--- config.mk ---
export PLATFORM = sky130hd
export DESIGN_NAME = seg_scan_ctrl_flat
export DESIGN_NICKNAME = d
export VERILOG_FILES = /design/src/rtl/seg_scan_if.sv /design/src/rtl/seg_scan_ctrl.sv /design/src/flat_wrapper.sv
export SDC_FILE = /design/constraint.sdc
export NUM_CORES = 1
export LEC_CHECK = 0
export ABC_CLOCK_PERIOD_IN_PS = 5300
export CAP_MARGIN = 20
export CORE_MARGIN = 1.5
export CORE_UTILIZATION = 61
export DETAILED_ROUTE_END_ITERATION = 7
export PLACE_DENSITY = 0.85
export SLEW_MARGIN = 20
export SYNTH_ARGS = -nofsm -noshare
export SYNTH_HDL_FRONTEND = slang
export SYNTH_SLANG_ARGS = --single-unit
--- constraint.sdc ---
create_clock -name clk -period 5.3 [get_ports clk]
set_input_delay 1.06 -clock clk [delete_from_list [all_inputs] [get_ports clk]]
set_output_delay 1.06 -clock clk [all_outputs]
set_load 0.02 [all_outputs]
--- src/rtl/seg_scan_if.sv ---
// Bundle of control, data and display signals between a host and the
// multiplexed 7-segment scan controller.
`timescale 1ns/1ps
interface seg_scan_if #(
  parameter int NUM_DIGITS = 4
);
  logic                    en;
  logic                    load;
  logic [4*NUM_DIGITS-1:0] data_in;
  logic [NUM_DIGITS-1:0]   dp_in;
  logic                    lz_en;
  logic [3:0]              bcd;
  logic [NUM_DIGITS-1:0]   an;
  logic                    dp_n;
  logic                    pending;
  logic                    frame_done;

  // Host side: supplies data and control, observes the display lines.
  modport master (
    output en, load, data_in, dp_in, lz_en,
    input  bcd, an, dp_n, pending, frame_done
  );

  // Controller side.
  modport slave (
    input  en, load, data_in, dp_in, lz_en,
    output bcd, an, dp_n, pending, frame_done
  );
endinterface

--- src/rtl/seg_scan_ctrl.sv ---
// Time-multiplexed scan controller for a common-anode 7-segment display.
// One shared BCD decoder is fed digit by digit; anodes and decimal point
// are active low. New data is staged in a pending register and only
// committed at a frame wrap (or while idle) so a frame is never torn.
`timescale 1ns/1ps
module seg_scan_ctrl #(
  parameter int NUM_DIGITS   = 4,
  parameter int REFRESH_DIV  = 50000,
  parameter int GUARD_CYCLES = 2
) (
  input logic       clk,
  input logic       rst_n,
  seg_scan_if.slave bus
);

  localparam int IW    = $clog2(NUM_DIGITS);
  localparam int PW    = $clog2(REFRESH_DIV + 1);
  localparam int GW    = $clog2(GUARD_CYCLES + 2);
  localparam int GLAST = (GUARD_CYCLES > 0) ? GUARD_CYCLES - 1 : 0;

  localparam logic [IW-1:0] IDX_LAST = IW'(NUM_DIGITS - 1);
  localparam logic [PW-1:0] PRE_LAST = PW'(REFRESH_DIV - 1);
  localparam logic [GW-1:0] GRD_LAST = GW'(GLAST);

  typedef enum logic [1:0] {OFF, DRIVE, GUARD} state_t;

  state_t                  state_reg, state_next;
  logic [IW-1:0]           idx_reg, idx_next;
  logic [PW-1:0]           pre_reg, pre_next;
  logic [GW-1:0]           grd_reg, grd_next;
  logic [NUM_DIGITS-1:0]   an_reg, an_next;
  logic [3:0]              bcd_reg, bcd_next;
  logic                    dp_n_reg, dp_n_next;
  logic                    frame_done_reg;

  logic [4*NUM_DIGITS-1:0] disp_data_reg, pend_data_reg;
  logic [NUM_DIGITS-1:0]   disp_dp_reg, pend_dp_reg;
  logic                    pending_reg;

  logic                    wrap;
  logic                    commit;
  logic [4*NUM_DIGITS-1:0] eff_data;
  logic [NUM_DIGITS-1:0]   eff_dp;
  logic [NUM_DIGITS-1:0]   digit_zero;
  logic [NUM_DIGITS-1:0]   blank;
  logic [IW-1:0]           sel;
  logic                    show;
  logic                    light;

  // The wrap edge is the terminal count of the last digit while enabled.
  assign wrap   = bus.en && (state_reg == DRIVE) && (pre_reg == PRE_LAST) &&
                  (idx_reg == IDX_LAST);
  assign commit = wrap || ((state_reg == OFF) && pending_reg);

  // Digit values visible after this edge: the pending copy if it commits now.
  assign eff_data = commit ? pend_data_reg : disp_data_reg;
  assign eff_dp   = commit ? pend_dp_reg   : disp_dp_reg;

  // A digit counts as "empty" only if its value and its decimal point are 0.
  genvar gi;
  generate
    for (gi = 0; gi < NUM_DIGITS; gi++) begin : g_zero
      assign digit_zero[gi] = (eff_data[4*gi +: 4] == 4'd0) && !eff_dp[gi];
    end
  endgenerate

  // Leading-zero mask: blank digit i>0 when it and everything above is empty.
  always_comb begin
    logic zero_run;
    zero_run = 1'b1;
    blank    = '0;
    for (int i = NUM_DIGITS - 1; i >= 1; i--) begin
      zero_run = zero_run & digit_zero[i];
      blank[i] = bus.lz_en & zero_run;
    end
  end

  // Scan FSM next state plus the registered display outputs.
  always_comb begin
    state_next = state_reg;
    idx_next   = idx_reg;
    pre_next   = pre_reg;
    grd_next   = grd_reg;
    an_next    = an_reg;
    bcd_next   = bcd_reg;
    dp_n_next  = dp_n_reg;
    sel        = idx_reg;
    show       = 1'b0;
    light      = 1'b0;
    if (!bus.en) begin
      state_next = OFF;
      idx_next   = '0;
      pre_next   = '0;
      grd_next   = '0;
      an_next    = '1;
      dp_n_next  = 1'b1;
    end else begin
      unique case (state_reg)
        OFF: begin
          state_next = DRIVE;
          idx_next   = '0;
          pre_next   = '0;
          sel        = '0;
          show       = 1'b1;
          light      = 1'b1;
        end
        DRIVE: begin
          if (pre_reg == PRE_LAST) begin
            pre_next = '0;
            sel      = (idx_reg == IDX_LAST) ? '0 : idx_reg + 1'b1;
            idx_next = sel;
            show     = 1'b1;
            if (GUARD_CYCLES > 0) begin
              state_next = GUARD;
              grd_next   = '0;
              an_next    = '1;
            end else begin
              light = 1'b1;
            end
          end else begin
            pre_next = pre_reg + 1'b1;
          end
        end
        GUARD: begin
          if (grd_reg == GRD_LAST) begin
            state_next = DRIVE;
            pre_next   = '0;
            light      = 1'b1;
          end else begin
            grd_next = grd_reg + 1'b1;
          end
        end
        default: state_next = OFF;
      endcase
    end
    // bcd/dp_n move to the new digit together; anode only when it is lit.
    if (show) begin
      bcd_next  = eff_data[4*sel +: 4];
      dp_n_next = ~eff_dp[sel];
    end
    if (light) begin
      an_next      = '1;
      an_next[sel] = blank[sel];
    end
  end

  // FSM state, counters and output registers.
  always_ff @(posedge clk or negedge rst_n) begin
    if (!rst_n) begin
      state_reg      <= OFF;
      idx_reg        <= '0;
      pre_reg        <= '0;
      grd_reg        <= '0;
      an_reg         <= '1;
      bcd_reg        <= 4'd0;
      dp_n_reg       <= 1'b1;
      frame_done_reg <= 1'b0;
    end else begin
      state_reg      <= state_next;
      idx_reg        <= idx_next;
      pre_reg        <= pre_next;
      grd_reg        <= grd_next;
      an_reg         <= an_next;
      bcd_reg        <= bcd_next;
      dp_n_reg       <= dp_n_next;
      frame_done_reg <= wrap;
    end
  end

  // Pending/display registers; a load on a commit edge keeps pending set.
  always_ff @(posedge clk or negedge rst_n) begin
    if (!rst_n) begin
      pend_data_reg <= '0;
      pend_dp_reg   <= '0;
      disp_data_reg <= '0;
      disp_dp_reg   <= '0;
      pending_reg   <= 1'b0;
    end else begin
      if (commit) begin
        disp_data_reg <= pend_data_reg;
        disp_dp_reg   <= pend_dp_reg;
      end
      if (bus.load) begin
        pend_data_reg <= bus.data_in;
        pend_dp_reg   <= bus.dp_in;
        pending_reg   <= 1'b1;
      end else if (commit) begin
        pending_reg <= 1'b0;
      end
    end
  end

  assign bus.an         = an_reg;
  assign bus.bcd        = bcd_reg;
  assign bus.dp_n       = dp_n_reg;
  assign bus.pending    = pending_reg;
  assign bus.frame_done = frame_done_reg;

endmodule

--- src/flat_wrapper.sv ---
// flat-port wrapper written by rule: the top's interface ports become plain ports
module seg_scan_ctrl_flat 
#(
  parameter int NUM_DIGITS   = 4,
  parameter int REFRESH_DIV  = 50000,
  parameter int GUARD_CYCLES = 2
)
  (clk, rst_n, bus_en, bus_load, bus_data_in, bus_dp_in, bus_lz_en, bus_bcd, bus_an, bus_dp_n, bus_pending, bus_frame_done);
  seg_scan_if #(.NUM_DIGITS(NUM_DIGITS)) bus_i ();
  input logic clk;
  input logic rst_n;
  input wire logic [$bits(bus_i.en)-1:0] bus_en;
  input wire logic [$bits(bus_i.load)-1:0] bus_load;
  input wire logic [$bits(bus_i.data_in)-1:0] bus_data_in;
  input wire logic [$bits(bus_i.dp_in)-1:0] bus_dp_in;
  input wire logic [$bits(bus_i.lz_en)-1:0] bus_lz_en;
  output wire logic [$bits(bus_i.bcd)-1:0] bus_bcd;
  output wire logic [$bits(bus_i.an)-1:0] bus_an;
  output wire logic [$bits(bus_i.dp_n)-1:0] bus_dp_n;
  output wire logic [$bits(bus_i.pending)-1:0] bus_pending;
  output wire logic [$bits(bus_i.frame_done)-1:0] bus_frame_done;
  assign bus_i.en = bus_en;
  assign bus_i.load = bus_load;
  assign bus_i.data_in = bus_data_in;
  assign bus_i.dp_in = bus_dp_in;
  assign bus_i.lz_en = bus_lz_en;
  assign bus_bcd = bus_i.bcd;
  assign bus_an = bus_i.an;
  assign bus_dp_n = bus_i.dp_n;
  assign bus_pending = bus_i.pending;
  assign bus_frame_done = bus_i.frame_done;
  seg_scan_ctrl #(.NUM_DIGITS(NUM_DIGITS), .REFRESH_DIV(REFRESH_DIV), .GUARD_CYCLES(GUARD_CYCLES)) u_core (.clk(clk), .rst_n(rst_n), .bus(bus_i));
endmodule
; ---- After elaboration in Yosys (flattened, before gate mapping)
; Cells that the tools add are included.
[word_totals]
reg_bits = 73
latch_bits = 0
ram_bits = 0
romBits = 0
inputBits = 25
elab_cells = 100
memories = 0
[op_classes]
n_addsub = 3
n_mul = 0
div = 0
order_cmp = 2
n_eq_ne = 13
shift = 1
n_mux = 39
n_bitwise = 8
n_reduce_logical = 21
[op_table]
columns = cell, n
row1 = $mux W16, 4
row2 = $pmux W16 S3, 1
row3 = $mux W2, 10
row4 = $mux W4, 5
row5 = $add A16 B1 Y16 const B, 1
row6 = $eq A16 B16 Y1 const B, 1
row7 = $shiftx A16 B5 Y4, 1
row8 = $logic_not A4 Y1, 3
row9 = $mux W1, 11
row10 = $ne A3 B1 Y1 const B, 3
row11 = $logic_and A1 B1 Y1, 8
row12 = $pmux W2 S2, 2
row13 = $ne A3 B3 Y1 const B, 2
row14 = $pmux W2 S3, 1
row15 = $reduce_and A2 Y1, 3
row16 = $and A1 B1 Y1, 5
row17 = $add A2 B1 Y2 const B, 2
row18 = $bmux W1 S2, 2
row19 = $eq A2 B1 Y1 const B, 2
row20 = $eq A2 B2 Y1 const B, 2
row21 = $ne A4 B1 Y1 const B, 1
row22 = $not A4 Y4, 1
row23 = $or A4 B4 Y4, 1
row24 = $pmux W1 S2, 2
row25 = 11 further kinds, 13

; ---- Logic depth before layout (Yosys ltp)
; Gate-level depths: netlist of the first run.
[depth]
depth_word = 15
depth_mapped = 10

; ---- Worst setup path before layout of the first run
; Ideal clock, no wire load.
[synth_path]
kind = in2reg
from = input port bus_en
to = register u_core.dp_n_reg, in the netlist u_core.bus.dp_n
setup_time_ns = 0.062
t_arrival_ns = 2.669
required_ns = 5.238
slack_ns = 2.570
path_stages = 8
path_buffers = 1
path_cell_list = nor2b_1 buf_2 nand3_1 o21ai_4 mux2_2 mux2_1 nand3_1 o311a_1
[synth_between]
elab_chain_len = 9
word_cells_on_any_way = 12
cone_classes = eq/ne (1) / mux (6) / bitwise (1) / reduce/logical (4)
[synth_rtl]
columns = element, line_no
row1 = from (decl), flat_wrapper.sv:12  ; input wire logic [$bits(bus_i.en)-1:0] bus_en;
row2 = $logic_and A1 B1 Y1 (3 in a row), seg_scan_ctrl.sv:51  ; assign wrap = bus.en && (state_reg == DRIVE) && (pre_reg == PRE_LAST) &&
row3 = $logic_or A1 B1 Y1, seg_scan_ctrl.sv:53  ; assign commit = wrap || ((state_reg == OFF) && pending_reg);
row4 = $mux W4, seg_scan_ctrl.sv:57  ; assign eff_dp = commit ? pend_dp_reg : disp_dp_reg;
row5 = named net u_core.eff_dp[0], seg_scan_ctrl.sv:43  ; logic [NUM_DIGITS-1:0] eff_dp;
row6 = $bmux W1 S2, seg_scan_ctrl.sv:139  ; dp_n_next = ~eff_dp[sel];
row7 = $mux W1 (not written as such), seg_scan_ctrl.sv:139
row8 = $not A1 Y1, seg_scan_ctrl.sv:139
row9 = $mux W1, seg_scan_ctrl.sv:137  ; if (show) begin
row10 = to (signal assigned), seg_scan_ctrl.sv:165  ; dp_n_reg <= dp_n_next;
row11 = to (decl), seg_scan_ctrl.sv:33  ; logic dp_n_reg, dp_n_next;
; The timed path passes the listed nets, and every way through them passes these cells. The select of a mux whose other input is x is not followed.
; A chain may end at the register's enable or synchronous reset.

; ---- Final worst setup path of the first run
; Same ends and word-level chain as after synthesis.

==> results of run 1 <==
cells in the mapped netlist, types with 2 or more instances:
cell      number
o31ai_1        3
dfstp_2        5
xor2_1         3
mux2_1         3
o21ai_0       22
inv_1         10
o21ai_1        2
nor2_1        34
nand3_1       15
mux2i_1        5
a21oi_1       11
o22a_1         2
or3_1          2
ha_1           3
o32a_1         4
o211ai_1       4
nor3_1        12
mux2_2        31
or4_1          3
a31oi_1        4
clkbuf_1       6
buf_6          2
a22oi_1        2
nand2_1       22
dfrtp_1       68
o41ai_1        2
buf_2          3
nor2b_1        3
nand4_1        5
and3_1         5
a22o_1         2
mux2_4         5
and2_1         2
power breakdown:
part / total [mW] / switching (mW) / internal (mW)
Combinational: 0.263 / 0.128 / 0.135
Clock: 0.441 / 0.197 / 0.244
Sequential: 0.691 / 0.0521 / 0.639
Total: 1.39 / 0.377 / 1.02
worst paths after layout:
check | end | slack, ns | cells past startpoint
setup / recovery | u_core.bus.dp_n | 1.49 | 8
hold / removal | u_core.disp_data_reg[1] | 0.50 | 1
setup reg to reg | u_core.bus.dp_n | 2.21 | 7
hold reg to reg | u_core.disp_data_reg[1] | 0.50 | 1
max in group asynchronous | u_core.bus.an[0] | 3.54 | 2
min in group asynchronous | u_core.bus.bcd[0] | 0.78 | 1
layer usage:
| layer | vias to the layer above | track usage (%) | routed length, µm |
|---|---|---|---|
| met3 | 12 | 7.24 | 441 |
| met5 | - | 0 | 0 |
| li1 | 1241 | - | - |
| met1 | 1324 | 36.1 | 3270 |
| met2 | 86 | 41.1 | 3590 |
| met4 | 0 | 9.65 | 110 |
logic make-up (layout without fill, tap and decap cells):
logic type / after synthesis / after routing / synth area share, %
AOI/OAI and AO/OA: 65 / 65 / 12.4
xor gates and xnor gates: 3 / 3 / 0.745
adders and majority gates: 3 / 3 / 1.06
buffers and inverters: 22 / 63 / 2.87
DFF: 73 / 73 / 52.0
muxes: 44 / 44 / 14.4
and+or+nand+nor: 112 / 112 / 16.6
cell type report:
class	count	area [µm²]
flip-flops and latches	73	1830
fillers	393	1430
clock buffers	14	163
inverters	10	37.5
repair buffers	37	360
multi-input cells	227	1590
clock inverters	2	37.5
well taps	72	90.1
stage by stage:
step / instance area, µm² / util, % / power (mW) / hold WS (ns)
3_5_place_dp: 3920 / 70.7 / 0.961 / 0.482
4_1_cts: 4120 / 74.3 / 1.40 / 0.501
2_1_floorplan: 3530 / - / 0.861 / 0.468
5_1_grt: 4120 / 74.3 / 1.46 / 0.515
3_3_place_gp: 3920 / 70.7 / 0.947 / 0.479
6_report: 4120 / 74.3 / 1.39 / 0.501
layout by cell type (no fill, tap or decap), types with 3 or more instances in the layout:
cell type	n
xor2_1	3
o32a_1	4
mux2_1	3
dfstp_2	5
nand3_1	15
o211ai_1	4
clkdlybuf4s50_1	34
or4_1	3
dfrtp_1	68
a21oi_1	11
o21ai_0	22
inv_1	10
mux2_2	31
a31oi_1	4
mux2i_1	5
nor2_1	34
o31ai_1	3
and3_1	5
nor2b_1	3
clkbuf_8	11
ha_1	3
nand2_1	22
mux2_4	5
clkbuf_1	3
nand4_1	5
nor3_1	12
==> results.sh, run 1 <==
export IMPL_htreeDepth=3
export IMPL_die_w_um=79.1
export IMPL_dp_slack_ns=1.19
export IMPL_ys_seq_elements=73
export IMPL_rsz0062_at_grt="no"
export IMPL_antenna_cells=0
export IMPL_ir_drop_mv=0.198
export IMPL_placed_cells=419
export IMPL_die_y_um=79.1
export IMPL_fin_skew_ns=0.00872
export IMPL_slew_violations=0
export IMPL_syn_avg_cell_area_um2=11.0
export IMPL_drt_pass1_iterations=5
export IMPL_critPathMaxStageDelay_ns=0.73
export IMPL_fp_dieArea_um2=6250
export IMPL_synth_top_cells_by_area="dfrtp_1, mux2_2, dfstp_2, nor2_1, o21ai_0"
export IMPL_drc=0
export IMPL_min_from="u_core.disp_data_reg[1]"
export IMPL_drt_iter0_markers=223
export IMPL_wl_per_cell_um=17.0
export IMPL_setup_tns_ns=0
export IMPL_coreArea_um2=5540
export IMPL_setup_viol=0
export IMPL_gp_congestion=0.876
export IMPL_hold_viol=0
export IMPL_syn_num_nets=350
export IMPL_min_period_ns=3.81
export IMPL_powerDensity_nw_per_um2=339
export IMPL_viasPerCell=6.12
export IMPL_cap_violations=0
export IMPL_max_freq_mhz=262
export IMPL_io_pins=36
export IMPL_ys_seq_area_share_pct=52.0
export IMPL_grt_max_degree=39
export IMPL_yosys_cell_types_count=50
export IMPL_nets=386
export IMPL_clock_path_buffers=2
export IMPL_reg2reg_from="u_core.state_reg[1]"
export IMPL_overflow=0
export IMPL_vias=2663
export IMPL_routed_wl_um=7410
export IMPL_start_kind="input pin"
export IMPL_grt_pass1_wl_um=12600
export IMPL_status="finished clean"
export IMPL_initial_utilization_pct=63.7
export IMPL_worstPathCellList="clkdlybuf4s50_1, nor2b_1, nand3_1, o21ai_4, mux2_2, mux2_1, nand3_1, o311a_1"
export IMPL_post_cts_setup_buffers=0
export IMPL_crit_top_cell="nand3_1"
export IMPL_critPathRequiredTime_ns=5.59
export IMPL_drtAntennaViolNets=0
export IMPL_path_max_fanout=27
export IMPL_root_buffer="clkbuf_8"
export IMPL_yosys_warnings=0
export IMPL_cts_inserted_buffers=9
export IMPL_drive_gt1_share_pct=17.6
export IMPL_async_flop_share_pct=100
export IMPL_synth_top_cell_area_share_pct=48.2
export IMPL_clk_latency_ns=0.35
export IMPL_synth_main_ff_cell="dfrtp_1"
export IMPL_yosys_area_top_type="dfrtp_1"
export IMPL_synth_edf_count=0
export IMPL_worstMarginPinSlew_ns=1.01
export IMPL_antenna_found_initial=0
export IMPL_cts_tree="yes"
export IMPL_cts_sinks=73
export IMPL_leakage_nw=1.74
export IMPL_cts_resized=0
export IMPL_worstSetupPathType="in -> reg"
export IMPL_maxSlewHeadroom_pct=32.3
export IMPL_hp_class="reg -> reg"
export IMPL_area_delta_synth_final_pct=16.6
export IMPL_fin_cells=435
export IMPL_startpoint="bus_en"
export IMPL_synth_area_um2=3530
export IMPL_period_share_pct=72.0
export IMPL_dp_hpwl_um=5190
export IMPL_arrival_ns=4.11
export IMPL_synthCells=322
export IMPL_placement_io_buffers=35
export IMPL_grt_pass1_vias=2622
export IMPL_fin_ws_ns=1.49
export IMPL_cp_end_kind="register"
export IMPL_track_usage_pct=26.6
export IMPL_row_count=27
export IMPL_clk_pin_slew_worst_paths_ns=0.07
export IMPL_critical_path_top_delay_family="compound AO/OA/AOI/OAI gates"
export IMPL_cts_hold_buf=0
export IMPL_crit_buf_inv=1
export IMPL_crit_path_top_delay_cell="o21ai_4"
Note: power is estimated with default switching activity, not from simulation.
==> run 2: changes to the inputs <==
--- a/config.mk
+++ b/config.mk
@@ -5,12 +5,12 @@
 export SDC_FILE = /design/constraint.sdc
 export NUM_CORES = 1
 export LEC_CHECK = 0
-export ABC_CLOCK_PERIOD_IN_PS = 5300
+export ABC_CLOCK_PERIOD_IN_PS = 3290
 export CAP_MARGIN = 20
 export CORE_MARGIN = 1.5
-export CORE_UTILIZATION = 61
+export CORE_UTILIZATION = 51
 export DETAILED_ROUTE_END_ITERATION = 7
-export PLACE_DENSITY = 0.85
+export PLACE_DENSITY = 0.76
 export SLEW_MARGIN = 20
 export SYNTH_ARGS = -nofsm -noshare
 export SYNTH_HDL_FRONTEND = slang
==> constraint.sdc (replaced) <==
create_clock -name clk -period 3.29 [get_ports clk]
set_input_delay 0.658 -clock clk [delete_from_list [all_inputs] [get_ports clk]]
set_output_delay 0.658 -clock clk [all_outputs]
set_load 0.02 [all_outputs]
==> run 2 against run 1 <==
  * Register-to-register slack got worse by 1.5 ns
  * Via count decreased by 1.6%
  * Worst setup slack got worse by 0.74 ns
  * Sequential share of layout area decreased by 0.61 points
  * Cell area increased by 1.4%
  * Non-clock buffer count increased by 5
  * Power increased by 61%
  * Clock power increased by 59%
  * Utilization decreased by 13 points
  * Clock skew increased by 0.0027 ns
  * Largest cell class unchanged
  * Largest power group unchanged
==> results.sh, run 2 (synthesis results as in run 1) <==
export IMPL_status="finished clean"
export IMPL_leakage_nw=1.77
export IMPL_cts_resized=0
export IMPL_maxSlewHeadroom_pct=39.5
export IMPL_initial_utilization_pct=52.2
export IMPL_fp_dieArea_um2=7430
export IMPL_row_count=30
export IMPL_wl_per_cell_um=16.4
export IMPL_clk_latency_ns=0.35
export IMPL_clk_pin_slew_worst_paths_ns=0.08
export IMPL_critPathMaxStageDelay_ns=0.54
export IMPL_multi_input_area_um2=1590
export IMPL_hp_class="in -> async"
export IMPL_cts_sinks=73
export IMPL_setup_viol=0
export IMPL_drtAntennaViolNets=0
export IMPL_path_max_fanout=11
export IMPL_die_y_um=86.2
export IMPL_grt_max_degree=46
export IMPL_placement_io_buffers=35
export IMPL_cap_violations=0
export IMPL_nets=391
export IMPL_fin_skew_ns=0.0115
export IMPL_die_w_um=86.2
export IMPL_antenna_cells=0
export IMPL_reg2reg_from="u_core.pre_reg[0]"
export IMPL_rr_endpoint="u_core.bus.dp_n"
export IMPL_cp_end_kind="register"
export IMPL_hold_viol=0
export IMPL_overflow=0
export IMPL_grtUsageMet1_pct=31.2
export IMPL_viasPerCell=5.85
export IMPL_rsz0062_at_grt="no"
export IMPL_coreArea_um2=6760
export IMPL_reg2reg_depth=8
export IMPL_powerDensity_nw_per_um2=538
export IMPL_ir_drop_mv=0.368
export IMPL_routed_wl_um=7330
export IMPL_min_period_ns=2.55
export IMPL_drc=0
export IMPL_crit_buf_inv=2
export IMPL_track_usage_pct=21.8
export IMPL_start_kind="input pin"
export IMPL_clock_path_buffers=2
export IMPL_seqCellArea_um2=1830
export IMPL_cts_inserted_buffers=9
export IMPL_htreeDepth=3
export IMPL_vias=2620
export IMPL_root_buffer="clkbuf_8"
export IMPL_drive_gt1_share_pct=19.0
export IMPL_area_delta_synth_final_pct=18.3
export IMPL_grt_busiest_layer="met2"
export IMPL_fillers=553
export IMPL_grt_pass1_wl_um=12400
export IMPL_mostFrequentLayoutCells="dfrtp_1, nor2_1, clkdlybuf4s50_1, mux2_2"
export IMPL_drt_pass1_iterations=4
export IMPL_final_common_cell="dfrtp_1"
export IMPL_cts_hold_buf=0
export IMPL_met2_usage_pct=32.6
export IMPL_fin_total_pwr_mw=2.25
export IMPL_dp_hpwl_um=5180
export IMPL_r2r_slack_ns=0.76
export IMPL_critical_path_top_delay_family="buffers and inverters"
export IMPL_worstSetupPathType="in -> reg"
export IMPL_setup_tns_ns=0
export IMPL_critPathRequiredTime_ns=3.53
export IMPL_cts_tree="yes"
export IMPL_max_freq_mhz=392
export IMPL_worstPathCellList="clkdlybuf4s50_1, nor2b_1, nand3_1, o21ai_4, buf_4, mux2_2, nor2_1, o32a_1, o21ai_1"
export IMPL_grt_pass1_vias=2555
export IMPL_post_cts_setup_buffers=0
export IMPL_period_share_pct=77.5
export IMPL_slew_violations=0
export IMPL_drt_iter0_markers=222
export IMPL_grt_use_met3_pct=5.81
export IMPL_worstMarginPinSlew_ns=0.905
export IMPL_crit_path_top_delay_cell="clkdlybuf4s50_1"
export IMPL_gp_congestion=0.861
export IMPL_arrival_ns=2.79
export IMPL_io_pins=36
export IMPL_antenna_found_initial=0
run 2: cell count changes in the layout (fill, tap and decap cells not counted):
| cell | change |
|---|---|
| clkinv_2 | +1 |
| clkbuf_1 | -1 |
| buf_4 | +4 |
| clkinv_4 | +2 |
| clkinvlp_4 | -1 |
| clkbuf_8 | -1 |
| buf_12 | +1 |
run 2: layout make-up:
cell class | count | area share, %
flip-flops and latches | 73 | 43.9
multi-input cells | 227 | 38.2
repair buffers | 42 | 9.84
clock buffers | 12 | 3.48
well taps | 80 | 2.40
clock inverters | 4 | 1.26
inverters | 10 | 0.900
run 2: worst max-delay path by stage:
stage,slack [ns],startpoint,to,depth (start not counted)
after floorplan,0.96,bus_en,u_core.bus.dp_n,8
after global placement,0.42,bus_en,u_core.bus.bcd[2],9
after detailed placement,0.37,bus_en,u_core.bus.bcd[2],9
after CTS,0.75,bus_en,u_core.bus.bcd[1],9
after global routing,0.54,u_core.pre_reg[0],u_core.bus.bcd[2],9
final,0.74,bus_en,u_core.bus.bcd[3],9
run 2: power by group:
part           switching (mW)  internal, mW
sequential             0.0853          1.03
combinational           0.204         0.227
clock                   0.330         0.373
total                   0.619          1.63
run 2: metrics by stage:
step	setup slack [ns]	instances	hold slack [ns]	cell area (µm²)	utilization, %
global placement	0.418	432	0.484	3980	58.8
CTS	0.750	448	0.348	4170	61.8
floorplan	0.962	322	0.362	3530	-
detailed placement	0.373	432	0.478	3980	58.8
global route	0.543	448	0.371	4170	61.8
finish	0.741	448	0.332	4170	61.8
run 2: layer usage:
| metal | wire length, µm | part of all wire (%) |
|---|---|---|
| met5 | 0 | 0 |
| met1 | 3490 | 48 |
| met3 | 362 | 4.9 |
| met2 | 3380 | 46 |
| met4 | 93 | 1.3 |
==> run 3: changes to the inputs <==
--- a/config.mk
+++ b/config.mk
@@ -5,7 +5,7 @@
 export SDC_FILE = /design/constraint.sdc
 export NUM_CORES = 1
 export LEC_CHECK = 0
-export ABC_CLOCK_PERIOD_IN_PS = 3290
+export ABC_CLOCK_PERIOD_IN_PS = 2150
 export CAP_MARGIN = 20
 export CORE_MARGIN = 1.5
 export CORE_UTILIZATION = 51
==> constraint.sdc (replaced) <==
create_clock -name clk -period 2.15 [get_ports clk]
set_input_delay 0.43 -clock clk [delete_from_list [all_inputs] [get_ports clk]]
set_output_delay 0.43 -clock clk [all_outputs]
set_load 0.02 [all_outputs]
==> run 3 against run 2 <==
  * The run now ends with negative setup slack left
  * Via count rose by 13%
  * Non-clock buffer count rose by 51
  * Wire length rose by 23%
  * Sequential share of layout area fell by 6.3 points
  * Sequential power rose by 54%
  * Flip-flop and latch count did not move
  * Power rose by 77%
  * Global-route usage rose by 2.9 points
  * Final cell count rose by 11%
  * Highest routed layer unchanged
==> results.sh, run 3 (synthesis results as in run 1) <==
export IMPL_critPathRequiredTime_ns=2.40
export IMPL_row_count=30
export IMPL_root_buffer="clkbuf_8"
export IMPL_worstSetupPathType="reg -> reg"
export IMPL_crit_buf_inv=2
export IMPL_max_freq_mhz=443
export IMPL_io_pins=36
export IMPL_path_max_fanout=5
export IMPL_dp_hpwl_um=5720
export IMPL_cts_inserted_buffers=9
export IMPL_final_common_cell="dfrtp_1"
export IMPL_drt_pass1_iterations=5
export IMPL_cap_violations=0
export IMPL_fin_total_pwr_mw=3.97
export IMPL_placement_io_buffers=35
export IMPL_pwr_share_clk_pct=34.2
export IMPL_cts_sinks=73
export IMPL_antenna_cells=0
export IMPL_drtAntennaViolNets=0
export IMPL_cts_tree="yes"
export IMPL_die_w_um=86.2
export IMPL_drc=0
export IMPL_leakage_nw=2.12
export IMPL_viasPerCell=5.91
export IMPL_p_sw_mw=1.06
export IMPL_critical_path_top_delay_family="simple AND/OR/NAND/NOR gates"
export IMPL_placed_cells=476
export IMPL_gp_congestion=0.944
export IMPL_initial_utilization_pct=52.2
export IMPL_combPwrFrac_pct=22.6
export IMPL_coreArea_um2=6760
export IMPL_wl_per_cell_um=18.1
export IMPL_multi_input_area_um2=1780
export IMPL_fin_ws_ns=-0.106
export IMPL_start_kind="register"
export IMPL_failed_checks="negative setup slack"
export IMPL_drt_iter0_markers=253
export IMPL_fin_hold_ws_ns=0.0847
export IMPL_setup_tns_ns=-0.333
export IMPL_routed_wl_um=9030
export IMPL_clk_pin_slew_worst_paths_ns=0.08
export IMPL_hold_viol=0
export IMPL_grt_pass1_wl_um=14100
export IMPL_crit_top_cell="buf_12"
export IMPL_ir_drop_mv=0.543
export IMPL_powerDensity_nw_per_um2=815
export IMPL_nets=442
export IMPL_dpl_instance_area_um2=4340
export IMPL_die_y_um=86.2
export IMPL_track_usage_pct=24.7
export IMPL_period_share_pct=105
export IMPL_arrival_ns=2.51
export IMPL_status="complete, but fails checks"
export IMPL_area_delta_synth_final_pct=38.0
export IMPL_clock_path_buffers=2
export IMPL_pwr_share_seq_pct=43.2
export IMPL_antenna_found_initial=0
export IMPL_worstMarginPinSlew_ns=0.531
export IMPL_rsz0062_at_grt="yes"
export IMPL_crit_path_top_delay_cell="dfrtp_1"
export IMPL_fp_dieArea_um2=7430
export IMPL_fin_cells=499
export IMPL_critPathMaxStageDelay_ns=0.43
export IMPL_grt_pass1_vias=2842
export IMPL_grt_max_degree=74
export IMPL_p_int_mw=2.90
export IMPL_htreeDepth=3
export IMPL_drive_gt1_share_pct=35.3
export IMPL_overflow=0
export IMPL_vias=2950
export IMPL_setup_viol=5
export IMPL_seqCellArea_um2=1830
export IMPL_power_switching_share_pct=26.8
export IMPL_min_period_ns=2.26
export IMPL_fillers=435
export IMPL_final_core_util_pct=72.1
export IMPL_cp_end_kind="register"
export IMPL_mostFrequentLayoutCells="dfrtp_1, buf_4, clkdlybuf4s50_1, nor2_1, mux2_2"
export IMPL_slew_violations=0
export IMPL_fin_skew_ns=0.0125
export IMPL_postLayoutCellArea_um2=4870
export IMPL_hp_class="in -> async"
export IMPL_maxSlewHeadroom_pct=64.4
export IMPL_worstPathCellList="nor4b_4, nand4_4, o21ai_4, buf_12, buf_12, mux2_4, nor2_1, o32a_1, o21ai_1"
export IMPL_dp_slack_ns=-0.416
export IMPL_clk_latency_ns=0.36
run 3: cell count changes in the layout (fill, tap and decap cells not counted), sizes merged:
cell,change
buf,+51
bufinv,+2
clkinv,-2
run 3: path summary, 6_finish.rpt:
kind / startpoint / endpoint / slack, ns / cells after the start
setup / recovery: u_core.pre_reg[13] / u_core.bus.bcd[1] / -0.11 / 9
hold / removal: rst_n / u_core.pend_data_reg[5] / 0.08 / 2
setup reg to reg: u_core.pre_reg[13] / u_core.bus.bcd[1] / -0.11 / 9
hold reg to reg: u_core.disp_data_reg[1] / u_core.disp_data_reg[1] / 0.50 / 1
max in group asynchronous: rst_n / u_core.bus.an[2] / 1.72 / 2
min in group clk: u_core.disp_data_reg[1] / u_core.disp_data_reg[1] / 0.50 / 1
run 3: routing by layer:
| metal | global-route usage [%] | up-vias | routed length [µm] |
|---|---|---|---|
| met5 | 0 | - | 0 |
| met4 | 6.89 | 0 | 192 |
| met3 | 5.52 | 27 | 408 |
| met2 | 40.7 | 98 | 4480 |
| met1 | 33.1 | 1468 | 3950 |
| li1 | - | 1357 | - |
run 3: power groups by stage:
stage          sequential, mW  combinational [mW]  clock, mW
2_1_floorplan            1.71               0.414          0
3_3_place_gp             1.71               0.703          0
3_5_place_dp             1.72               0.724          0
4_1_cts                  1.70               0.848       1.36
5_1_grt                  1.73               0.958       1.43
6_report                 1.71               0.898       1.36
run 3: timing repair:
| action | CTS | global route |
|---|---|---|
| setup buffers | 6 | 2 |
| setup endpoints to repair | 8 | 10 |
| gates resized for setup | 20 | 29 |
| pin swaps | 14 | 20 |
| endpoints found under the hold margin | 0 | 0 |
| gates cloned | 1 | 0 |
| hold buffers | 0 | 0 |
run 3: final cells by class:
class / count / area share (%)
clock buffers: 12 / 3.19
inverters: 10 / 0.771
well taps: 80 / 2.06
repair buffers: 93 / 17.7
clock inverters: 4 / 2.03
multi-input cells: 227 / 36.6
flip-flops and latches: 73 / 37.7
